File: config.mk
export PLATFORM = sky130hd
export DESIGN_NAME = vip_frame_source
export DESIGN_NICKNAME = d
export VERILOG_FILES = /design/src/rtl/vip_frame_source.sv
export SDC_FILE = /design/constraint.sdc
export NUM_CORES = 1
export LEC_CHECK = 0
export ABC_AREA = 1
export BUFFER_PORTS_ARGS = -buffer_cell sky130_fd_sc_hd__buf_2
export CORE_AREA = 3 3 104 106
export DETAILED_ROUTE_END_ITERATION = 6
export DIE_AREA = 0 0 107 109
export PLACE_DENSITY = 0.71
export SLEW_MARGIN = 30
export SYNTH_ARGS = -nofsm -noshare
export SYNTH_HDL_FRONTEND = slang
export SYNTH_SLANG_ARGS = --single-unit
File: constraint.sdc
create_clock -name clk -period 5.7 [get_ports clk]
set_input_delay 0.855 -clock clk [delete_from_list [all_inputs] [get_ports clk]]
set_output_delay 0.855 -clock clk [all_outputs]
set_load 0.01 [all_outputs]
File: src/rtl/vip_frame_source.sv
// Test-pattern frame source driving the VIP per_frame_* stream; outputs are registered one cycle after position decode.
// Latency: enable in IDLE -> vsync high 2 cycles later. No backpressure: pixels are paced only by the CLKEN_DIV tick.
module vip_frame_source #(
    parameter int H_ACTIVE  = 640,
    parameter int H_BLANK   = 160,
    parameter int V_SYNC    = 2,
    parameter int V_BP      = 10,
    parameter int V_ACTIVE  = 480,
    parameter int V_FP      = 10,
    parameter int CLKEN_DIV = 1
) (
    input  logic        clk,
    input  logic        rst,
    input  logic        enable,
    input  logic [1:0]  pattern_sel,
    input  logic [23:0] solid_rgb,
    output logic        post_frame_vsync,
    output logic        post_frame_href,
    output logic        post_frame_clken,
    output logic [23:0] post_frame_data,
    output logic        frame_done,
    output logic [15:0] frame_cnt
);
    localparam int H_TOTAL = H_ACTIVE + H_BLANK;
    localparam int V_TOTAL = V_SYNC + V_BP + V_ACTIVE + V_FP;
    localparam int V_ACT0  = V_SYNC + V_BP;
    localparam int V_ACT1  = V_ACT0 + V_ACTIVE;
    localparam int BW      = H_ACTIVE / 8;
    localparam int HW      = $clog2(H_TOTAL);
    localparam int VW      = $clog2(V_TOTAL);
    localparam int DW      = $clog2(CLKEN_DIV + 1);
    localparam int BCW     = $clog2(BW + 1);

    typedef enum logic [1:0] {IDLE, RUN, DRAIN} state_t;

    state_t          state_q, state_d;
    logic [DW-1:0]   div_q, div_d;
    logic [HW-1:0]   h_q, h_d;
    logic [VW-1:0]   v_q, v_d;
    logic [BCW-1:0]  bar_px_q, bar_px_d;
    logic [2:0]      bar_idx_q, bar_idx_d;
    logic [1:0]      pat_q, pat_d;
    logic [23:0]     solid_q, solid_d;
    logic [15:0]     frame_cnt_q, frame_cnt_d;
    logic            vsync_q, href_q, clken_q, done_q;
    logic [23:0]     data_q;

    logic            running, tick, h_last, v_last, frame_end;
    logic            vsync_w, active_line, href_w;
    logic [7:0]      x8, y8;
    logic [23:0]     bar_rgb, pixel;

    assign running     = (state_q != IDLE);
    assign tick        = running && (div_q == DW'(CLKEN_DIV - 1));
    assign h_last      = (h_q == HW'(H_TOTAL - 1));
    assign v_last      = (v_q == VW'(V_TOTAL - 1));
    assign frame_end   = tick && h_last && v_last;
    assign vsync_w     = running && (int'(v_q) < V_SYNC);
    assign active_line = running && (int'(v_q) >= V_ACT0) && (int'(v_q) < V_ACT1);
    assign href_w      = active_line && (int'(h_q) < H_ACTIVE);
    assign x8          = 8'(h_q);
    // Only meaningful on active lines, where v_q >= V_ACT0.
    assign y8          = 8'(v_q - VW'(V_ACT0));

    always_comb begin
        bar_rgb = 24'h000000;
        case (bar_idx_q)
            3'd0: bar_rgb = 24'hFFFFFF;
            3'd1: bar_rgb = 24'hFFFF00;
            3'd2: bar_rgb = 24'h00FFFF;
            3'd3: bar_rgb = 24'h00FF00;
            3'd4: bar_rgb = 24'hFF00FF;
            3'd5: bar_rgb = 24'hFF0000;
            3'd6: bar_rgb = 24'h0000FF;
            default: bar_rgb = 24'h000000;
        endcase
    end

    always_comb begin
        pixel = solid_q;
        case (pat_q)
            2'd0: pixel = bar_rgb;
            2'd1: pixel = {x8, y8, x8 + y8};
            2'd2: pixel = (x8[5] ^ y8[5]) ? 24'hFFFFFF : 24'h000000;
            default: pixel = solid_q;
        endcase
    end

    always_comb begin
        state_d     = state_q;
        div_d       = div_q;
        h_d         = h_q;
        v_d         = v_q;
        bar_px_d    = bar_px_q;
        bar_idx_d   = bar_idx_q;
        pat_d       = pat_q;
        solid_d     = solid_q;
        frame_cnt_d = frame_cnt_q;
        case (state_q)
            IDLE: begin
                div_d     = '0;
                h_d       = '0;
                v_d       = '0;
                bar_px_d  = '0;
                bar_idx_d = '0;
                if (enable) begin
                    state_d = RUN;
                    pat_d   = pattern_sel;
                    solid_d = solid_rgb;
                end
            end
            default: begin
                div_d = tick ? '0 : div_q + 1'b1;
                if (tick) begin
                    // Bar index tracks x / BW incrementally, saturating on the last bar.
                    if (href_w) begin
                        if (bar_px_q == BCW'(BW - 1)) begin
                            bar_px_d = '0;
                            if (bar_idx_q != 3'd7)
                                bar_idx_d = bar_idx_q + 1'b1;
                        end else begin
                            bar_px_d = bar_px_q + 1'b1;
                        end
                    end
                    if (h_last) begin
                        h_d       = '0;
                        bar_px_d  = '0;
                        bar_idx_d = '0;
                        v_d       = v_last ? '0 : v_q + 1'b1;
                    end else begin
                        h_d = h_q + 1'b1;
                    end
                end
                if (state_q == RUN && !enable && !frame_end)
                    state_d = DRAIN;
                if (frame_end) begin
                    frame_cnt_d = frame_cnt_q + 1'b1;
                    if (state_q == RUN && enable) begin
                        pat_d   = pattern_sel;
                        solid_d = solid_rgb;
                    end else begin
                        state_d = IDLE;
                    end
                end
            end
        endcase
    end

    always_ff @(posedge clk) begin
        if (rst) begin
            state_q     <= IDLE;
            div_q       <= '0;
            h_q         <= '0;
            v_q         <= '0;
            bar_px_q    <= '0;
            bar_idx_q   <= '0;
            pat_q       <= '0;
            solid_q     <= '0;
            frame_cnt_q <= '0;
            vsync_q     <= 1'b0;
            href_q      <= 1'b0;
            clken_q     <= 1'b0;
            data_q      <= '0;
            done_q      <= 1'b0;
        end else begin
            state_q     <= state_d;
            div_q       <= div_d;
            h_q         <= h_d;
            v_q         <= v_d;
            bar_px_q    <= bar_px_d;
            bar_idx_q   <= bar_idx_d;
            pat_q       <= pat_d;
            solid_q     <= solid_d;
            frame_cnt_q <= frame_cnt_d;
            vsync_q     <= vsync_w;
            href_q      <= href_w;
            clken_q     <= tick && href_w;
            data_q      <= (tick && href_w) ? pixel : 24'h000000;
            done_q      <= frame_end;
        end
    end

    assign post_frame_vsync = vsync_q;
    assign post_frame_href  = href_q;
    assign post_frame_clken = clken_q;
    assign post_frame_data  = data_q;
    assign frame_done       = done_q;
    assign frame_cnt        = frame_cnt_q;
endmodule
==> impl_metrics.py <==
metrics = {
    "routing": {
        "wire_per_inst_um": 13.4,
        "firstDrtPassIters": 5,
        "antenna_left": 0,
        "drt_wl_total_mm": 12.1,
        "via_count": 4714,
        "drcViolationCount": 0,
        "initialDrtViolationCount": 382,
        "via_per_inst": 5.23,
    },
    "cts": {
        "cts.sinks": 102,
        "h-tree-depth": 3,
        "hold_buffers": 0,
        "clk_pin_slew_ns": 0.10,
        "cts_root_buffer": "clkbuf_8",
        "clockBufferDepth": 2,
        "post_cts_buffers": 0,
        "worstSkewPairLatency_ns": 0.38,
        "cts_tree": "built",
        "cts_buffers": 9,
        "cts-resized-gates": 0,
    },
    "placement": {
        "gp_congestion": 0.870,
        "dp.cells": 885,
        "dp_hpwl_mm": 8.92,
        "port_buffers": 72,
    },
    "layout": {
        "mostFrequentLayoutCells": "126 x nor2_1, 123 x nand2_1, 102 x dfxtp_1, 72 x buf_2",
        "layout-drive-gt1-share": 0.138,
        "syn2layout_area_growth_pct": 11.6,
        "final_common_cell": "nor2_1",
        "finalNonFillerCells": 901,
        "final_nets": 814,
        "antenna_cells": 0,
    },
    "synth": {
        "yosys.area_share.simple": 0.288,
        "syn-instance-count": 703,
        "avgSynthCellArea_um2": 7.13,
        "netlist_area_um2": 5010,
        "muxShareOfSynthArea": 0,
        "synth_top_cell_by_area": "dfxtp_1",
        "synth_top_family_by_area": "simple AND/OR/NAND/NOR gates",
        "yosysTopAreaCellShare": 0.407,
        "ys_top_cells_by_area": "dfxtp_1 41%, nor2_1 9.5%, nand2_1 9.2%, o21ai_0 6.4%, a21oi_1 5.4%",
        "yosys.area_share.adder": 0.0564,
        "synth-warning-count": 0,
        "ys_seq_area_frac": 0.407,
        "synth_cell_types": 37,
        "synth_xor_area_frac": 0.0332,
        "synth-seq-cells": 102,
        "synth_compound_area_frac": 0.139,
        "syn-num-nets": 754,
    },
    "floorplan": {
        "die_w_um": 107,
        "dieHeight_um": 109,
        "core.rowCount": 36,
        "start_util": 0.508,
        "die-area_um2": 11700,
        "core_area_um2": 9860,
        "ioPinCount": 73,
    },
    "global_routing": {
        "grt_pass1_wl_mm": 20.3,
        "antenna_found_initial": 0,
        "grt_overflow": 0,
        "track_usage": 0.215,
        "grt_pass1_vias": 4312,
        "grt_max_degree": 31,
    },
    "timing": {
        "fmax_ghz": 0.375,
        "setup_violations": 0,
        "fin_crit_ns": 2.67,
        "fin_tns_setup_ns": 0,
        "worst_pin_slew_ns": 0.876,
        "slew_headroom": 0.415,
        "fin_skew_ns": 0.0169,
        "finalMaxSlewViolations": 0,
        "period_share": 0.468,
        "hold_viol": 0,
        "rsz0062_at_grt": "no",
    },
    "setup_path": {
        "required_ns": 6.02,
        "start_kind": "flip-flop",
        "crit_fanout": 26,
        "path_class": "reg -> reg",
        "arrival_ns": 2.98,
        "worst_setup_path_end_kind": "flip-flop",
    },
    "outcome": {
        "outcome": "complete, no violations",
    },
    "run": {
        "maxCapViolCount": 0,
    },
    "hold_path": {
        "worstHoldPathType": "reg -> reg",
    },
    "power": {
        "leakage_nw": 2.44,
        "vdd_drop_max_mv": 0.213,
        "power_density_nw_per_um2": 226,
    },
}
layer usage:
| metal | GRT usage | routed length, um |
|---|---|---|
| met1 | 0.296 | 5840 |
| met2 | 0.344 | 5430 |
| met3 | 0.0414 | 619 |
| met4 | 0.0639 | 191 |
| met5 | 0 | 0 |
state kept, by name, summed over array words and instances (netlist names), 3 cells and up:
name             flops
post_frame_data     24
solid_q             24
v_q                  9
bar_px_q             7
frame_cnt           16
h_q                 10
bar_idx_q            3
worst max-delay path, stage by stage (launching register included):
cell and delay [ns]:
dfxtp_1 0.47, ha_1 0.22, nand2_1 0.12, nor2_4 0.15, nand3_4 0.13, nor2_4 0.28
nand2_2 0.34, a21oi_4 0.66, nor2_1 0.09, nor2_1 0.13
where the power goes:
part           switching (mW)  internal (mW)  total [mW]
sequential             0.0118          0.731       0.742
combinational          0.0644         0.0304      0.0948
clock                   0.261          0.166       0.427
cell type report:
| class | count | area, um2 |
|---|---|---|
| timing repair buffer | 72 | 360 |
| sequential | 102 | 2040 |
| clock buffer | 10 | 128 |
| inverter | 68 | 255 |
| clock inverter | 6 | 52.6 |
| fill | 949 | 4270 |
| multi-input combinational | 510 | 2590 |
| tap | 133 | 166 |
worst paths after layout:
check / startpoint / slack, ns / endpoint / depth (start not counted)
setup reg to reg: h_q[1]$_SDFFE_PP0P_ / 3.03 / solid_q[17]$_SDFFE_PP0P_ / 9
hold reg to reg: solid_q[9]$_SDFFE_PP0P_ / 0.49 / solid_q[9]$_SDFFE_PP0P_ / 2
setup / recovery: h_q[1]$_SDFFE_PP0P_ / 3.03 / solid_q[17]$_SDFFE_PP0P_ / 9
hold / removal: solid_q[9]$_SDFFE_PP0P_ / 0.49 / solid_q[9]$_SDFFE_PP0P_ / 2
cells by family after synthesis:
group,after synthesis
XOR/XNOR,19
AO/OA/AOI/OAI,131
flip-flops,102
other,1
adder cells (fa/ha/maj),22
AND/OR/NAND/NOR,337
buffers and inverters,91
synth_stat cells, drive strengths merged:
library cell / n
xnor2: 2
o21ai: 67
conb: 1
nand3: 45
o22ai: 2
inv: 68
fa: 1
dfxtp: 102
nand2: 127
nand4: 13
buf: 12
nor3b: 2
nor2: 130
and3: 2
nand3b: 1
a21oi: 56
o21bai: 3
a21boi: 1
xor2: 17
a31oi: 1
ha: 21
nor3: 13
clkbuf: 11
or2: 4
o21a: 1
through the flow:
stage / utilization / setup WS (ns) / hold slack [ns] / total power, mW / area (um2)
floorplan: - / 3.76 / 0.449 / 0.823 / 5010
global placement: 0.549 / 3.18 / 0.457 / 0.848 / 5410
detailed placement: 0.549 / 3.07 / 0.467 / 0.853 / 5410
CTS: 0.567 / 3.06 / 0.491 / 1.28 / 5590
global route: 0.567 / 2.73 / 0.514 / 1.31 / 5600
finish: 0.567 / 3.03 / 0.485 / 1.26 / 5600
Note: power is estimated with default switching activity, not from simulation.
